==> src/rtl/tmr_ctrl_pkg.sv <==
// tmr_ctrl_pkg: state encodings, mode constants and default width for tmr_ctrl.
package tmr_ctrl_pkg;
  typedef enum logic [1:0] {IDLE = 2'b00, LOAD = 2'b01, RUN = 2'b10} state_t;
  localparam logic MODE_ONESHOT = 1'b0;
  localparam logic MODE_RELOAD = 1'b1;
  localparam int DEF_W = 8;
endpackage

==> src/rtl/tmr_cnt_core.sv <==
// tmr_cnt_core: W-bit up-counter with synchronous clear and enable.
module tmr_cnt_core #(parameter int W = 8) (
  input  logic         Clk,
  input  logic         Res,
  input  logic         clr,
  input  logic         en,
  output logic [W-1:0] cnt
);
  always_ff @(posedge Clk)
    cnt <= (Res || clr) ? '0 : en ? cnt + W'(1) : cnt;
endmodule

==> src/rtl/tmr_ctrl.sv <==
// tmr_ctrl: interval timer FSM with one-shot/auto-reload, tc pulse and irq/ack.
// Define TMR_CTRL_OVERRUN_EN to build the sticky overrun flag.
module tmr_ctrl import tmr_ctrl_pkg::*; #(parameter int W = DEF_W) (
  input  logic         Clk,
  input  logic         Res,
  input  logic         start,
  input  logic         stop,
  input  logic         mode,
  input  logic         hold,
  input  logic [W-1:0] period,
  input  logic         ack,
  output logic         busy,
  output logic [W-1:0] cnt,
  output logic         tc,
  output logic         irq,
  output logic         ovr,
  output logic         err
);
  state_t state, state_nx;
  logic [W-1:0] per_q;
  logic mode_q, accept, term, fire, clr, en;
  assign accept = (state == IDLE) && start && !stop && (period != '0);
  assign term = cnt == per_q - W'(1);
  // stop overrides hold and terminal in the same cycle
  assign fire = (state == RUN) && !hold && term && !stop;
  assign en = (state == RUN) && !hold && !term && !stop;
  assign clr = stop || accept || fire;
  always_ff @(posedge Clk)
    state <= Res ? IDLE : state_nx;
  always_comb
    state_nx = stop ? IDLE :
               (state == IDLE) ? (accept ? LOAD : IDLE) :
               (state == LOAD) ? RUN :
               (state == RUN) ? ((fire && mode_q == MODE_ONESHOT) ? IDLE : RUN) : IDLE;
  always_comb
    busy = state != IDLE;
  always_ff @(posedge Clk) begin
    if (Res) begin
      per_q <= '0;
      mode_q <= 1'b0;
      tc <= 1'b0;
      err <= 1'b0;
      irq <= 1'b0;
    end else begin
      if (accept) begin
        per_q <= period;
        mode_q <= mode;
      end
      tc <= fire;
      err <= (state == IDLE) && start && !stop && (period == '0);
      irq <= fire || (irq && !ack);
    end
  end
`ifdef TMR_CTRL_OVERRUN_EN
  always_ff @(posedge Clk)
    ovr <= (Res || ack) ? 1'b0 : (fire && irq) ? 1'b1 : ovr;
`else
  assign ovr = 1'b0;
`endif
  tmr_cnt_core #(.W(W)) u_cnt (.Clk(Clk), .Res(Res), .clr(clr), .en(en), .cnt(cnt));
endmodule

==> config.mk <==
export PLATFORM = sky130hd
export DESIGN_NAME = tmr_ctrl
export DESIGN_NICKNAME = d
export VERILOG_FILES = /design/src/rtl/tmr_ctrl_pkg.sv /design/src/rtl/tmr_cnt_core.sv /design/src/rtl/tmr_ctrl.sv
export SDC_FILE = /design/constraint.sdc
export NUM_CORES = 1
export LEC_CHECK = 0
export ABC_AREA = 1
export CAP_MARGIN = 20
export CORE_MARGIN = 2
export CORE_UTILIZATION = 49
export CTS_BUF_LIST = sky130_fd_sc_hd__clkbuf_16
export CTS_CLUSTER_DIAMETER = 50
export DETAILED_ROUTE_END_ITERATION = 16
export GPL_TIMING_DRIVEN = 0
export PLACE_DENSITY = 0.78
export SLEW_MARGIN = 30
export SYNTH_ARGS = -nofsm -noshare
export SYNTH_HDL_FRONTEND = slang
export SYNTH_SLANG_ARGS = --single-unit
==> constraint.sdc <==
create_clock -name Clk -period 2.4 [get_ports Clk]
set_input_delay 0.48 -clock Clk [delete_from_list [all_inputs] [get_ports Clk]]
set_output_delay 0.48 -clock Clk [all_outputs]
set_load 0.01 [all_outputs]
== Word level (Yosys, flattened, before mapping) ==
Index checks and enable logic that the tools add are counted.
W data, S select, Z words.

* Add/sub/neg operators: 2
* Equality and inequality tests: 3
* Mux-type cells: 5
* Bitwise gates (word level): 1
* Reduce and logical (&&, ||, !) cells: 24

{| class="wikitable"
|+ Operators with widths
! cell !! number
|-
| $logic_and A1 B1 Y1 || 11
|-
| $add A8 B1 Y8 const B || 1
|-
| $eq A8 B8 Y1 || 1
|-
| $logic_not A8 Y1 || 1
|-
| $mux W2 || 4
|-
| $reduce_bool A8 Y1 || 1
|-
| $sub A8 B1 Y8 const B || 1
|-
| $logic_not A1 Y1 || 4
|-
| $logic_or A1 B1 Y1 || 4
|-
| $eq A2 B1 Y1 const B || 1
|-
| $eq A2 B2 Y1 const B || 1
|-
| $logic_not A2 Y1 || 1
|-
| $reduce_bool A2 Y1 || 1
|-
| $reduce_or A2 Y1 || 1
|-
| $mux W1 || 1
|-
| $not A1 Y1 || 1
|}

* Register bits: 22
* Output and inout bits: 13
* Word-level logic and storage cells: 42

== Logic depth before layout (Yosys ltp) ==
Gate-level depths: netlist of the first run.

* Depth in word-level cells: 9
* Depth in mapped cells: 12
* Gate-level depth less buffers: 12

== Cells and area by module ==
Synthesis of the first run repeated with hierarchy kept, for this count alone.

* Cell total of the unflattened synthesis: 189
* Area, all modules: 1,286.2 um2

{| class="wikitable"
|+ Modules (own cells, without submodules)
! module !! instances !! cells each !! area an instance (um2)
|-
| tmr_ctrl || 1 || 139 || 908.4
|-
| tmr_cnt_core || 1 || 50 || 377.9
|}

== Worst setup path after synthesis of the first run ==
No wires, ideal clock.

* Path kind: flip-flop to flip-flop
* From: reg per_q[0]
* To: reg u_cnt.cnt[0]
* Setup time: 0.120 ns
* Arrival time: 1.565 ns
* Data required time: 2.280 ns
* Slack: 0.716 ns
* Cell stages (with the launch flop): 12
* Buffers on the path: 0
* Path through: dfxtp_1 inv_2 ha_1 or2_1 nand2_1 nand2_1 nand2_1 nand3_2 nor2_4 nand3_1 nand3_2 a21oi_1

* Cells in the longest elaborated chain, start to end: 6
* Elaborated cells between the ends (all ways): 9
* Classes of those cells: 1 x add/sub; 1 x eq/ne; 7 x reduce/logical

{| class="wikitable"
|+ Ends and longest elaborated chain
! what !! RTL line !! RTL
|-
| start: declaration || tmr_ctrl.sv:20 || <nowiki>logic [W-1:0] per_q;</nowiki>
|-
| start signal: assignment || tmr_ctrl.sv:46 || <nowiki>per_q <= period;</nowiki>
|-
| $sub A8 B1 Y8 (*) || tmr_ctrl.sv:23 || <nowiki>assign term = cnt == per_q - W'(1);</nowiki>
|-
| $eq A8 B8 Y1 (*) || tmr_ctrl.sv:23 ||
|-
| $logic_and A1 B1 Y1 (2 in series) || tmr_ctrl.sv:25 || <nowiki>assign fire = (state == RUN) && !hold && term && !stop;</nowiki>
|-
| $logic_or A1 B1 Y1 || tmr_ctrl.sv:27 || <nowiki>assign clr = stop || accept || fire;</nowiki>
|-
| $logic_or A1 B1 Y1 || tmr_cnt_core.sv:10 || <nowiki>cnt <= (Res || clr) ? '0 : en ? cnt + W'(1) : cnt;</nowiki>
|-
| end signal: assignment || tmr_cnt_core.sv:10 ||
|-
| end: declaration || tmr_cnt_core.sv:7 || <nowiki>output logic [W-1:0] cnt</nowiki>
|}

Every way passes the cells marked *; elsewhere a longest branch is shown, timed or not.
A chain may end at the register's enable or synchronous reset.

== Final worst setup path of the first run ==
* From: reg per_q[0]
* To: reg u_cnt.cnt[5]

The elaborated chain is that of the path after synthesis.

==> results.cfg, run 1 <==
[cells_and_area]
nets = 233
final_cell_mix = 45 x nand2_1, 26 x clkdlybuf4s50_1, 22 x dfxtp_1, 18 x inv_1
fillerInstances = 213
postLayoutCellArea_sq_um = 1660
drive_gt1_frac = 0.0884
mostFrequentLayoutCell = nand2_1
diodes = 0
syn2layout_area_growth_pct = 32.1
postLayoutCoreUtil = 0.675

[power_and_ir_drop]
power_frac_clock = 0.465
powerDensity_nw_per_um2 = 613
peakVddDrop_mv = 0.428
switching_share = 0.239
p_int_w = 0.000773
seq_power_share = 0.381
combPwrFrac = 0.154
switchingPower_w = 0.000243
p_leak_nw = 0.677

[sta]
period_needed_ns = 1.96
fmax_mhz = 509
fin_skew_ns = 0.00814
rsz0062_at_grt = no
fin_crit_sh = 0.818
finalHoldViolations = 0
hold_ws_ns = 0.490
slew_viol_final = 0
tns_ns = 0
finalSetupViolCount = 0

[clock_network]
path_clk_slew_ns = 0.06
cts_buffers = 3
cts_resized = 0
htreeDepth = 1
root_buffer = clkbuf_16
cts_tree = built
cts_buffer_depth = 2
clkLatencyLatePin_ns = 0.26
hold_buffers = 0
postCtsSetupRepairBufs = 0
cts_sinks = 22

[placement]
hpwl_mm = 2.30
placed_area_sq_um = 1550
gp_congestion = 0.869
portBuffers = 26

[floorplan]
io_pins = 28
core_sq_um = 2450
fp.dieW_um = 54.6
chipHeight_um = 54.6
dieArea_sq_um = 2980
start_util = 0.511
rows = 18

[hold_path]
hp-class = reg2reg
holdPathStages = 2
hp-start = irq

[critical_path]
rrSetupSlack_ns = 0.44
cp.required_ns = 2.55
arrival_ns = 2.11
crit_path_start = per_q[0]
r2r_cells = 11
cp_max_fo = 8
start_kind = flop
critPathCaptureType = flop
cp_slowest_cell = dfxtp_1
path_cells = inv_2 > ha_1 > or2_1 > nand2_1 > nand2_1 > nand2_1 > nand3_2 > nor2_4 > nand3_1 > nand3_2 > a21oi_1
crit_top_cell = nand2_1
r2r-start = per_q[0]
critPathMaxStageDelay_ns = 0.40
critPathKind = reg2reg

[global_route]
overflow = 0
grt_pass1_wl_mm = 5.28
grtUsageTotal = 0.250
grt_max_degree = 14
grt_pass1_vias = 1325
antenna_found_initial = 0

[route]
first_pass_iters = 4
drc_errors = 0
vias = 1313
vias_per_cell = 5.36
wl_mm = 3.10
post_drt_wl_per_cell_um = 12.7
drtIter0Drc = 30
antenna_left = 0

[status]
outcome = completed

[synth]
seq_area_frac_synth = 0.351
synth_cells = 185
synth_area_leaders = dfxtp_1 35%, nand2_1 13%, nand3_1 6.8%
ys.warnings.count = 0
syn_nets = 202
synth_area_sq_um = 1250
synth_cell_types = 25
synth.avg_cell_area_sq_um = 6.78
ys_seq_elements = 22
synth_top_area_frac = 0.351
synth_area_leader_cell = dfxtp_1

[flow_run]
maxCapViolCount = 0
[kinds of logic (layout without fill, tap and decap cells)]
| family | Yosys count | in the layout | synth area share |
|---|---|---|---|
| AO/OA/AOI/OAI | 26 | 26 | 0.105 |
| buffers and inverters | 25 | 55 | 0.0788 |
| AND/OR/NAND/NOR | 99 | 99 | 0.373 |
| flip-flops | 22 | 22 | 0.351 |
| adder cells (fa/ha/maj) | 2 | 2 | 0.0199 |
| XOR/XNOR | 10 | 10 | 0.0698 |
| other | 1 | 1 | 0.00299 |
[cell usage after synthesis]
cell,number
nand2_1,45
dfxtp_1,22
inv_1,18
nand3_1,17
nor2_1,17
a21oi_1,16
o21ai_0,9
xnor2_1,6
nand4_1,4
xor2_1,4
inv_2,3
nor4_1,3
clkinv_1,2
ha_1,2
nand2_2,2
nand2_4,2
nand3_2,2
nor2_2,2
nor2_4,2
nor3_1,2
buf_2,1
buf_4,1
conb_1,1
o22ai_1,1
or2_1,1
[area by class of cell]
type	count	area (sq um)	area share
Buffer	2	12.5	0.00755
Clock buffer	3	75.1	0.0453
Multi-Input combinational cell	138	716	0.432
Clock inverter	1	30.0	0.0181
Sequential cell	22	440	0.266
Timing Repair Buffer	26	260	0.157
Tap cell	30	37.5	0.0226
Inverter	23	86.3	0.0521
[sequential cells by signal (all words and copies together), names as in the netlist]
signal / flops
per_q: 8
u_cnt.cnt: 8
state: 2
err: 1
irq: 1
mode_q: 1
tc: 1
[through the flow]
step                      power, W  instances  worst slack, ns
after global routing       0.00105        245            0.257
after CTS                  0.00102        245            0.439
final                      0.00102        245            0.437
after global placement    0.000540        241            0.372
after floorplan           0.000498        185            0.716
after detailed placement  0.000547        241            0.323
[per-layer routing]
metal	part of all wire	track usage	vias to the layer above
met5	0	0	-
met4	0.015	0.108	0
met3	0.054	0.0710	7
met2	0.53	0.476	35
met1	0.40	0.246	610
li1	-	-	661
[critical path: cells and delay by family (launching register included)]
family,cells,cell delay (ns)
and+or+nand+nor,8,1.04
DFF,1,0.40
adders and majority gates,1,0.26
buffers and inverters,1,0.08
AOI/OAI and AO/OA,1,0.07
[worst paths after layout]
check,to
worst max register to register,u_cnt.cnt[5]
worst min register to register,irq
worst min-delay path,irq
worst max-delay path,u_cnt.cnt[5]
[power groups by stage]
stage | registers [W] | clock network [W] | logic (W)
2_1_floorplan | 0.000393 | 0 | 0.000105
3_3_place_gp | 0.000395 | 0 | 0.000146
3_5_place_dp | 0.000395 | 0 | 0.000152
4_1_cts | 0.000387 | 0.000473 | 0.000157
5_1_grt | 0.000389 | 0.000488 | 0.000176
6_report | 0.000387 | 0.000473 | 0.000157
No activity file was read; power rests on OpenSTA's default activity.
==> run 2, diff against run 1 <==
--- a/config.mk
+++ b/config.mk
@@ -8,12 +8,12 @@
 export ABC_AREA = 1
 export CAP_MARGIN = 20
 export CORE_MARGIN = 2
-export CORE_UTILIZATION = 49
+export CORE_UTILIZATION = 44
 export CTS_BUF_LIST = sky130_fd_sc_hd__clkbuf_16
 export CTS_CLUSTER_DIAMETER = 50
 export DETAILED_ROUTE_END_ITERATION = 16
 export GPL_TIMING_DRIVEN = 0
-export PLACE_DENSITY = 0.78
+export PLACE_DENSITY = 0.74
 export SLEW_MARGIN = 30
 export SYNTH_ARGS = -nofsm -noshare
 export SYNTH_HDL_FRONTEND = slang
==> constraint.sdc (replaced) <==
create_clock -name Clk -period 1.8 [get_ports Clk]
set_input_delay 0.36 -clock Clk [delete_from_list [all_inputs] [get_ports Clk]]
set_output_delay 0.36 -clock Clk [all_outputs]
set_load 0.01 [all_outputs]
==> results.cfg, run 2 (synthesis gave the netlist of run 1 again) <==
[cells_and_area]
nets = 238
diodes = 0
fin_cells = 250
final_cell_mix = 41 x nand2_1, 26 x clkdlybuf4s50_1, 20 x dfxtp_1, 17 x nor2_1, 17 x inv_1
reg.largest.list = per_q: 8 flops, u_cnt.cnt: 8 flops, state: 2 flops
syn2layout_area_growth_pct = 39.2
drive_gt1_frac = 0.160
mostFrequentLayoutCell = nand2_1

[critical_path]
cp_max_fo = 5
critPathCaptureType = flop
critPathKind = reg2reg
cp_slowest_cell = dfxtp_4
arrival_ns = 1.87
r2r_cells = 12
path_cells = inv_4 > ha_4 > or2_1 > nand2_1 > nand2_1 > nand2_1 > nand3_2 > nor2_4 > nand2_4 > buf_12 > nand3_1 > a21oi_1
critPathMaxStageDelay_ns = 0.37
crit_top_cell = nand2_1
start_kind = flop
cp.required_ns = 1.94

[clock_network]
hold_buffers = 0
cts_buffer_depth = 2
root_buffer = clkbuf_16
cts_tree = built
htreeDepth = 1
path_clk_slew_ns = 0.06
cts_buffers = 3
clkLatencyLatePin_ns = 0.25
cts_sinks = 22

[route]
vias_per_cell = 5.14
wl_met2_mm = 1.46
wl_met1_mm = 1.28
wl_mm = 2.86
maxUsedRoutingLayer = met4
wl_met3_um = 94
vias = 1284
antenna_left = 0
drc_errors = 0
post_drt_wl_per_cell_um = 11.4
drtIter0Drc = 36
first_pass_iters = 4

[sta]
hold_ws_ns = 0.487
rsz0062_at_grt = yes
slew_viol_final = 0
tns_ns = 0
period_needed_ns = 1.73
finalSetupViolCount = 0
fin_skew_ns = 0.00368
fmax_mhz = 577
fin_crit_sh = 0.962
finalHoldViolations = 0

[hold_path]
hp-class = reg2reg
holdPathStages = 2

[global_route]
overflow = 0
antenna_found_initial = 0
grt_max_degree = 12
grt_pass1_vias = 1242
grtUsageTotal = 0.189
grt_pass1_wl_mm = 5.04

[placement]
gp_congestion = 0.766
portBuffers = 26
hpwl_mm = 2.20
dp_cells = 242

[power_and_ir_drop]
p_leak_nw = 0.700
totalPowerFinal_w = 0.00119
powerDensity_nw_per_um2 = 684
peakVddDrop_mv = 0.440

[floorplan]
rows = 19
chipHeight_um = 57.4
io_pins = 28
fp.dieW_um = 57.4
core_sq_um = 2730
dieArea_sq_um = 3300
start_util = 0.459

[status]
outcome = completed

[flow_run]
maxCapViolCount = 0
-- run 2: cell types whose count changed in the layout (fill, tap and decap cells not counted), sizes merged --
cell / previous run / this run
bufinv: 1 / 0
buf: 2 / 7
-- run 2: metal layers --
layer	vias up	track usage
li1	671	-
met4	0	0.0565
met3	4	0.0317
met5	-	0
met1	580	0.223
met2	29	0.347
-- run 2: worst max-delay path, delay by kind of cell (launching register included) --
kind,cells,cell delay [ns]
AO/OA/AOI/OAI,1,0.08
adder cells (fa/ha/maj),1,0.17
buffers and inverters,2,0.19
flip-flops,1,0.37
AND/OR/NAND/NOR,8,0.84
-- run 2: area by class of cell --
cell class,instances,area [sq um]
Fill cell,256,987
Buffer,2,12.5
Multi-Input combinational cell,138,772
Tap cell,31,38.8
Sequential cell,22,445
Timing Repair Buffer,31,314
Inverter,23,88.8
Clock buffer,3,75.1
-- run 2: worst paths after layout --
check	endpoint	startpoint	slack, ns
worst min-delay path	irq	irq	0.49
worst max-delay path	u_cnt.cnt[0]	per_q[0]	0.07
worst min register to register	irq	irq	0.49
worst max register to register	u_cnt.cnt[0]	per_q[0]	0.07
-- run 2: timing repair --
item	4_1_cts	5_1_grt
gates resized for setup	4	14
endpoints found under the setup margin	8	12
setup buffers	2	3
pin swaps	3	11
-- run 2: through the flow --
stage | worst slack (ns) | utilization | cell area, sq um
after floorplan | 0.116 | - | 1250
after global placement | -0.121 | 0.568 | 1550
after detailed placement | -0.132 | 0.568 | 1550
after CTS | 0.0129 | 0.612 | 1670
after global routing | -0.0338 | 0.639 | 1750
final | 0.0682 | 0.639 | 1750
-- run 2: report_power, final --
group | switching, W | leakage, nW | total, W | internal (W)
logic | 0.000121 | 0.483 | 0.000222 | 0.000102
registers | 0.0000161 | 0.180 | 0.000518 | 0.000502
clock network | 0.000161 | 0.0370 | 0.000454 | 0.000293
